===== src/rtl/mt_frame_counter_pkg.sv =====
// Shared encodings for the MT frame counter: transfer modes, sequencer states, field helper.
package mt_frame_counter_pkg;
  localparam int FC_WIDTH = 16;

  localparam logic [1:0] MT_MODE_WR  = 2'd0;
  localparam logic [1:0] MT_MODE_RD  = 2'd1;
  localparam logic [1:0] MT_MODE_SPC = 2'd2;

  localparam logic [1:0] ST_IDLE = 2'd0;
  localparam logic [1:0] ST_RUN  = 2'd1;
  localparam logic [1:0] ST_DONE = 2'd2;

  function automatic logic [FC_WIDTH-1:0] mt_fc_field(input logic [35:0] d);
    return d[FC_WIDTH-1:0];
  endfunction
endpackage


===== src/rtl/mt_frame_counter_if.sv =====
// Host/data-path/transport side of the MTFC: event strobes in, count and status out.
interface mt_frame_counter_if;
  import mt_frame_counter_pkg::*;
  logic                mtINIT, mtPRESET, mtWRFC, mtGO;
  logic [35:0]         mtDATAI;
  logic [1:0]          mtMODE;
  logic                mtFRAME, mtREC, mtEOR, mtSTOP;
  logic [FC_WIDTH-1:0] mtFC;
  logic                mtFCS, mtFCZ, mtBUSY, mtDONE, mtFCE, mtRMR;

  modport master (
    output mtINIT, mtPRESET, mtWRFC, mtGO, mtDATAI, mtMODE,
           mtFRAME, mtREC, mtEOR, mtSTOP,
    input  mtFC, mtFCS, mtFCZ, mtBUSY, mtDONE, mtFCE, mtRMR
  );
  modport slave (
    input  mtINIT, mtPRESET, mtWRFC, mtGO, mtDATAI, mtMODE,
           mtFRAME, mtREC, mtEOR, mtSTOP,
    output mtFC, mtFCS, mtFCZ, mtBUSY, mtDONE, mtFCE, mtRMR
  );
endinterface


===== src/rtl/mt_fc_cnt.sv =====
// Loadable incrementer for MTFC; co reports the 17th bit of an increment that is taken.
module mt_fc_cnt #(
  parameter int W = 16
) (
  input  logic         clk,
  input  logic         rst,
  input  logic         clr,
  input  logic         load,
  input  logic [W-1:0] din,
  input  logic         inc,
  input  logic         hold,
  output logic [W-1:0] cnt,
  output logic         co
);
  logic step;
  assign step = inc & ~hold;
  assign co   = step & (&cnt);

  always_ff @(posedge clk or negedge rst) begin
    if (!rst)      cnt <= '0;
    else if (clr)  cnt <= '0;
    else if (load) cnt <= din;
    else if (step) cnt <= cnt + 1'b1;
  end
endmodule


===== src/rtl/mt_frame_counter.sv =====
// MTFC register and transfer-count sequencer (IDLE/RUN/DONE) feeding mtFCS to MTTC.
module mt_frame_counter
  import mt_frame_counter_pkg::*;
(
  input  logic               clk,
  input  logic               rst,
  mt_frame_counter_if.slave  bus
);
  logic [1:0] state, mode;
  logic       fcs, fce, rmr;
  logic       is_rd, is_spc, run, load, go, ev, co;
  logic [FC_WIDTH-1:0] fc;

  assign run    = (state == ST_RUN);
  assign is_spc = (mode == MT_MODE_SPC);
  assign is_rd  = (mode == MT_MODE_RD) || (mode == 2'd3);
  assign load   = (state == ST_IDLE) && bus.mtWRFC && !bus.mtINIT;
  assign go     = (state == ST_IDLE) && bus.mtGO && !bus.mtWRFC && !bus.mtINIT;
  assign ev     = run && (is_spc ? bus.mtREC : bus.mtFRAME);

  // In read mode fce doubles as the saturate flag: once the count wraps, it stays at zero.
  mt_fc_cnt #(.W(FC_WIDTH)) u_cnt (
    .clk (clk),
    .rst (rst),
    .clr (bus.mtINIT),
    .load(load),
    .din (mt_fc_field(bus.mtDATAI)),
    .inc (ev),
    .hold(fce),
    .cnt (fc),
    .co  (co)
  );

  always_ff @(posedge clk or negedge rst) begin
    if (!rst) begin
      state <= ST_IDLE;
      mode  <= MT_MODE_WR;
      fcs   <= 1'b0;
      fce   <= 1'b0;
      rmr   <= 1'b0;
    end else if (bus.mtINIT) begin
      state <= ST_IDLE;
      mode  <= MT_MODE_WR;
      fcs   <= 1'b0;
      fce   <= 1'b0;
      rmr   <= 1'b0;
    end else begin
      rmr <= bus.mtWRFC && (state != ST_IDLE);
      if (bus.mtPRESET) fcs <= 1'b0;
      if (load) begin
        fcs <= 1'b1;
        fce <= 1'b0;
      end
      case (state)
        ST_IDLE: if (go) begin
          state <= ST_RUN;
          mode  <= bus.mtMODE;
          fce   <= 1'b0;
        end
        ST_RUN: begin
          if (co && is_rd) fce <= 1'b1;
          // Count is applied first; stop, wrap or end-of-record then close the transfer.
          if (bus.mtSTOP || (co && !is_rd) || (is_rd && bus.mtEOR))
            state <= ST_DONE;
        end
        default: state <= ST_IDLE;
      endcase
    end
  end

  assign bus.mtFC   = fc;
  assign bus.mtFCZ  = (fc == '0);
  assign bus.mtFCS  = fcs;
  assign bus.mtFCE  = fce;
  assign bus.mtRMR  = rmr;
  assign bus.mtBUSY = (state != ST_IDLE);
  assign bus.mtDONE = (state == ST_DONE);
endmodule


===== src/flat_wrapper.sv =====
// flat-port wrapper written by rule: the top's interface ports become plain ports
module mt_frame_counter_flat import mt_frame_counter_pkg::*;
  (clk, rst, bus_mtINIT, bus_mtPRESET, bus_mtWRFC, bus_mtGO, bus_mtDATAI, bus_mtMODE, bus_mtFRAME, bus_mtREC, bus_mtEOR, bus_mtSTOP, bus_mtFC, bus_mtFCS, bus_mtFCZ, bus_mtBUSY, bus_mtDONE, bus_mtFCE, bus_mtRMR);
  mt_frame_counter_if bus_i ();
  input  logic clk;
  input  logic rst;
  input wire logic [$bits(bus_i.mtINIT)-1:0] bus_mtINIT;
  input wire logic [$bits(bus_i.mtPRESET)-1:0] bus_mtPRESET;
  input wire logic [$bits(bus_i.mtWRFC)-1:0] bus_mtWRFC;
  input wire logic [$bits(bus_i.mtGO)-1:0] bus_mtGO;
  input wire logic [$bits(bus_i.mtDATAI)-1:0] bus_mtDATAI;
  input wire logic [$bits(bus_i.mtMODE)-1:0] bus_mtMODE;
  input wire logic [$bits(bus_i.mtFRAME)-1:0] bus_mtFRAME;
  input wire logic [$bits(bus_i.mtREC)-1:0] bus_mtREC;
  input wire logic [$bits(bus_i.mtEOR)-1:0] bus_mtEOR;
  input wire logic [$bits(bus_i.mtSTOP)-1:0] bus_mtSTOP;
  output wire logic [$bits(bus_i.mtFC)-1:0] bus_mtFC;
  output wire logic [$bits(bus_i.mtFCS)-1:0] bus_mtFCS;
  output wire logic [$bits(bus_i.mtFCZ)-1:0] bus_mtFCZ;
  output wire logic [$bits(bus_i.mtBUSY)-1:0] bus_mtBUSY;
  output wire logic [$bits(bus_i.mtDONE)-1:0] bus_mtDONE;
  output wire logic [$bits(bus_i.mtFCE)-1:0] bus_mtFCE;
  output wire logic [$bits(bus_i.mtRMR)-1:0] bus_mtRMR;
  assign bus_i.mtINIT = bus_mtINIT;
  assign bus_i.mtPRESET = bus_mtPRESET;
  assign bus_i.mtWRFC = bus_mtWRFC;
  assign bus_i.mtGO = bus_mtGO;
  assign bus_i.mtDATAI = bus_mtDATAI;
  assign bus_i.mtMODE = bus_mtMODE;
  assign bus_i.mtFRAME = bus_mtFRAME;
  assign bus_i.mtREC = bus_mtREC;
  assign bus_i.mtEOR = bus_mtEOR;
  assign bus_i.mtSTOP = bus_mtSTOP;
  assign bus_mtFC = bus_i.mtFC;
  assign bus_mtFCS = bus_i.mtFCS;
  assign bus_mtFCZ = bus_i.mtFCZ;
  assign bus_mtBUSY = bus_i.mtBUSY;
  assign bus_mtDONE = bus_i.mtDONE;
  assign bus_mtFCE = bus_i.mtFCE;
  assign bus_mtRMR = bus_i.mtRMR;
  mt_frame_counter u_core (.clk(clk), .rst(rst), .bus(bus_i));
endmodule

===== config.mk =====
export PLATFORM = sky130hd
export DESIGN_NAME = mt_frame_counter_flat
export DESIGN_NICKNAME = d
export VERILOG_FILES = /design/src/rtl/mt_frame_counter_pkg.sv /design/src/rtl/mt_frame_counter_if.sv /design/src/rtl/mt_fc_cnt.sv /design/src/rtl/mt_frame_counter.sv /design/src/flat_wrapper.sv
export SDC_FILE = /design/constraint.sdc
export NUM_CORES = 1
export LEC_CHECK = 0
export ABC_AREA = 1
export CORE_AREA = 2 2 70 72
export CTS_CLUSTER_DIAMETER = 150
export DETAILED_ROUTE_END_ITERATION = 10
export DIE_AREA = 0 0 72 74
export PLACE_DENSITY_LB_ADDON = 0.05
export RECOVER_POWER = 50
export SLEW_MARGIN = 20
export SYNTH_ARGS = -nofsm -noshare
export SYNTH_HDL_FRONTEND = slang
export SYNTH_SLANG_ARGS = --single-unit

===== constraint.sdc =====
create_clock -name clk -period 2.75 [get_ports clk]
set_clock_uncertainty 0.05 [all_clocks]
set_input_delay 0.4125 -clock clk [delete_from_list [all_inputs] [get_ports clk]]
set_output_delay 0.4125 -clock clk [all_outputs]
set_load 0.1 [all_outputs]

==> metrics.cfg <==
[final_layout]
nets=340
n_antenna_cell=0
drive_gt1_share_pct=10.4
fin_util_pct=45.1
instances_no_fill=343
area_growth_pct=33.9

[yosys]
ys_seq_area_share_pct=37.1
ys_seq_elements=23
syn_inst=237
synth_warnings=0
yosysUniqueCellTypes=26
synth_area_per_cell_um2=6.54
syn-cell-area_um2=1550
syn-num-nets=287

[detailed_routing]
vias=1584
vias_per_cell=4.62
antenna_left=0
dr.pass1.iters=4
drc=0
drt_iter0_drc=127
routedWlPerCell_um=12.0
wl_um=4120

[floorplan]
start_util_pct=33.7
die_w_um=72
pin_count=70
die-area_um2=5330
rows=25
core_area_um2=4600
die_h_um=74

[clock_network]
clk_path_buf_depth=2
cts_tree=done
cts_buffers=3
clk_pin_slew_worst_paths_ns=0.08
post-cts-setup-buffers=0
h-tree-depth=1
clock_tree.root_cell=clkbuf_8
cts.sinks=23
hold_buffers=0
clk_latency_ns=0.27
cts_resized=0

[critical_path]
critPathTopFamily=buffers and inverters
worst-path-buf-inv=2
slowest_stage=dfrtp_1
cp_max_fo=5
rr_worst_depth=9
path_cells=inv_1 > ha_1 > nand4_1 > nor4_4 > buf_4
critPathLaunchType=flop
critical_path_class=reg2out
r2r_slack_ns=1.09
required_ns=2.29
end_kind=primary output
cp_num_cells=5
cpPeakStageDelay_ns=0.42
crit_arrival_ns=1.67

[sta]
min_period_ns=2.14
relSlewSlack_pct=11.6
fin_crit_sh_pct=77.7
setup_viol=0
fmax_mhz=468
drv_slew=0
hold_violations=0
worst_slew_pin_slew_ns=1.33
rsz0062_at_grt=no
fin_tns_setup_ns=0

[global_route]
grt_antenna_before_repair=0
overflow=0
grt_pass1_wl_um=6970
grt_max_degree=24
grt_pass1_vias=1489
grt_util_all_layers_pct=16.8

[placement]
dpl.cell_count=339
gp_congestion=0.812
dp_hpwl_um=3140
io_buffer_count=49

[flow_run]
cap_viol_max_count=0

[pwr]
power_density_nw_per_um2=545
ir_drop_mv=0.351
p_leak_nw=0.989
total_power_mw=1.13

[worst_hold_path]
hold_path_depth=2
hp-class=reg2reg

[outcome]
status=finished clean

[cells in the mapped netlist]
cell | n | area [um^2]
nand2_1 | 65 | 244
nor2_1 | 34 | 128
inv_1 | 30 | 113
nand3_1 | 25 | 125
dfrtp_1 | 23 | 576
o21ai_0 | 19 | 95.1
o21ai_1 | 8 | 40.0
nand4_1 | 4 | 25.0
nor2_2 | 4 | 25.0
buf_2 | 3 | 15.0
nand2_2 | 3 | 18.8
a21oi_1 | 2 | 10.0
ha_1 | 2 | 25.0
xnor2_1 | 2 | 17.5
xor2_1 | 2 | 17.5
a211oi_1 | 1 | 7.51
a31oi_1 | 1 | 6.26
buf_6 | 1 | 11.3
clkbuf_2 | 1 | 5.00
inv_2 | 1 | 3.75
nor2_4 | 1 | 11.3
nor3_1 | 1 | 5.00
nor4_1 | 1 | 6.26
o211ai_1 | 1 | 7.51
o22ai_1 | 1 | 6.26
or2_2 | 1 | 6.26
[where the power goes]
part           internal, mW  leakage [nW]  switching (mW)  total, mW
clock                 0.101        0.0255           0.120      0.221
combinational         0.125         0.655           0.374      0.499
sequential            0.370         0.308          0.0414      0.411
total                 0.596         0.989           0.535       1.13
[routing by layer]
layer / part of all wire [%] / global-route usage [%]
met5: 0 / 0
met4: 1.2 / 4.19
met3: 4.5 / 3.79
met2: 45 / 27.3
met1: 49 / 22.9
[worst reg2reg max path: stages (launching register included)]
cell	delay, ns
dfrtp_1	0.41
ha_1	0.20
nand2_1	0.14
nor2_2	0.22
nand2_1	0.11
nor2_1	0.17
nand3_1	0.11
nand2_1	0.09
nand2_1	0.05
nor2_1	0.07
[layout by cell type, fill, tap and decap left out, types with 4 or more instances in the layout]
cell type	instances
buf_4	16
clkbuf_1	10
clkdlybuf4s50_1	25
dfrtp_1	23
inv_1	31
nand2_1	65
nand3_1	25
nand4_1	4
nor2_1	34
nor2_2	4
o21ai_0	19
o21ai_1	8
[layout make-up]
type / count / area [um^2]
Fill cell: 506 / 2520
Tap cell: 54 / 67.6
Timing Repair Buffer: 53 / 428
Multi-Input combinational cell: 178 / 842
Clock buffer: 3 / 41.3
Clock inverter: 1 / 5.00
Sequential cell: 23 / 576
Inverter: 31 / 116
[path summary, 6_finish.rpt]
| check | from | end |
|---|---|---|
| worst min register to register | u_core.mode[1] | u_core.mode[1] |
| min in group asynchronous | rst | u_core.u_cnt.cnt[5] |
| worst min-delay path | u_core.mode[1] | u_core.mode[1] |
| max in group asynchronous | rst | u_core.u_cnt.cnt[1] |
| worst max register to register | u_core.u_cnt.cnt[0] | u_core.state[1] |
| worst max-delay path | u_core.u_cnt.cnt[0] | bus_mtFCZ |
[flip-flops by register name, summed over array words and instances (netlist names)]
name,count
u_core.bus.mtFCE,1
u_core.bus.mtFCS,1
u_core.bus.mtRMR,1
u_core.mode,2
u_core.state,2
u_core.u_cnt.cnt,16
[kinds of logic (layout without fill, tap and decap cells)]
group	Yosys count	in the layout	synth area share (%)
adder cells (fa/ha/maj)	2	2	1.61
AND/OR/NAND/NOR	139	139	38.3
AO/OA/AOI/OAI	33	33	11.1
buffers and inverters	36	88	9.52
flip-flops	23	23	37.1
XOR/XNOR	4	4	2.26
[metrics by stage]
stage | cell area (um^2) | hold WS, ns | setup slack (ns)
after floorplan | 1570 | 0.0669 | 0.00920
after global placement | 2070 | 0.446 | 0.608
after detailed placement | 2070 | 0.454 | 0.570
after CTS | 2110 | 0.457 | 0.601
after global routing | 2080 | 0.520 | 0.529
final | 2080 | 0.469 | 0.614
No activity file was read; power rests on OpenSTA's default activity.
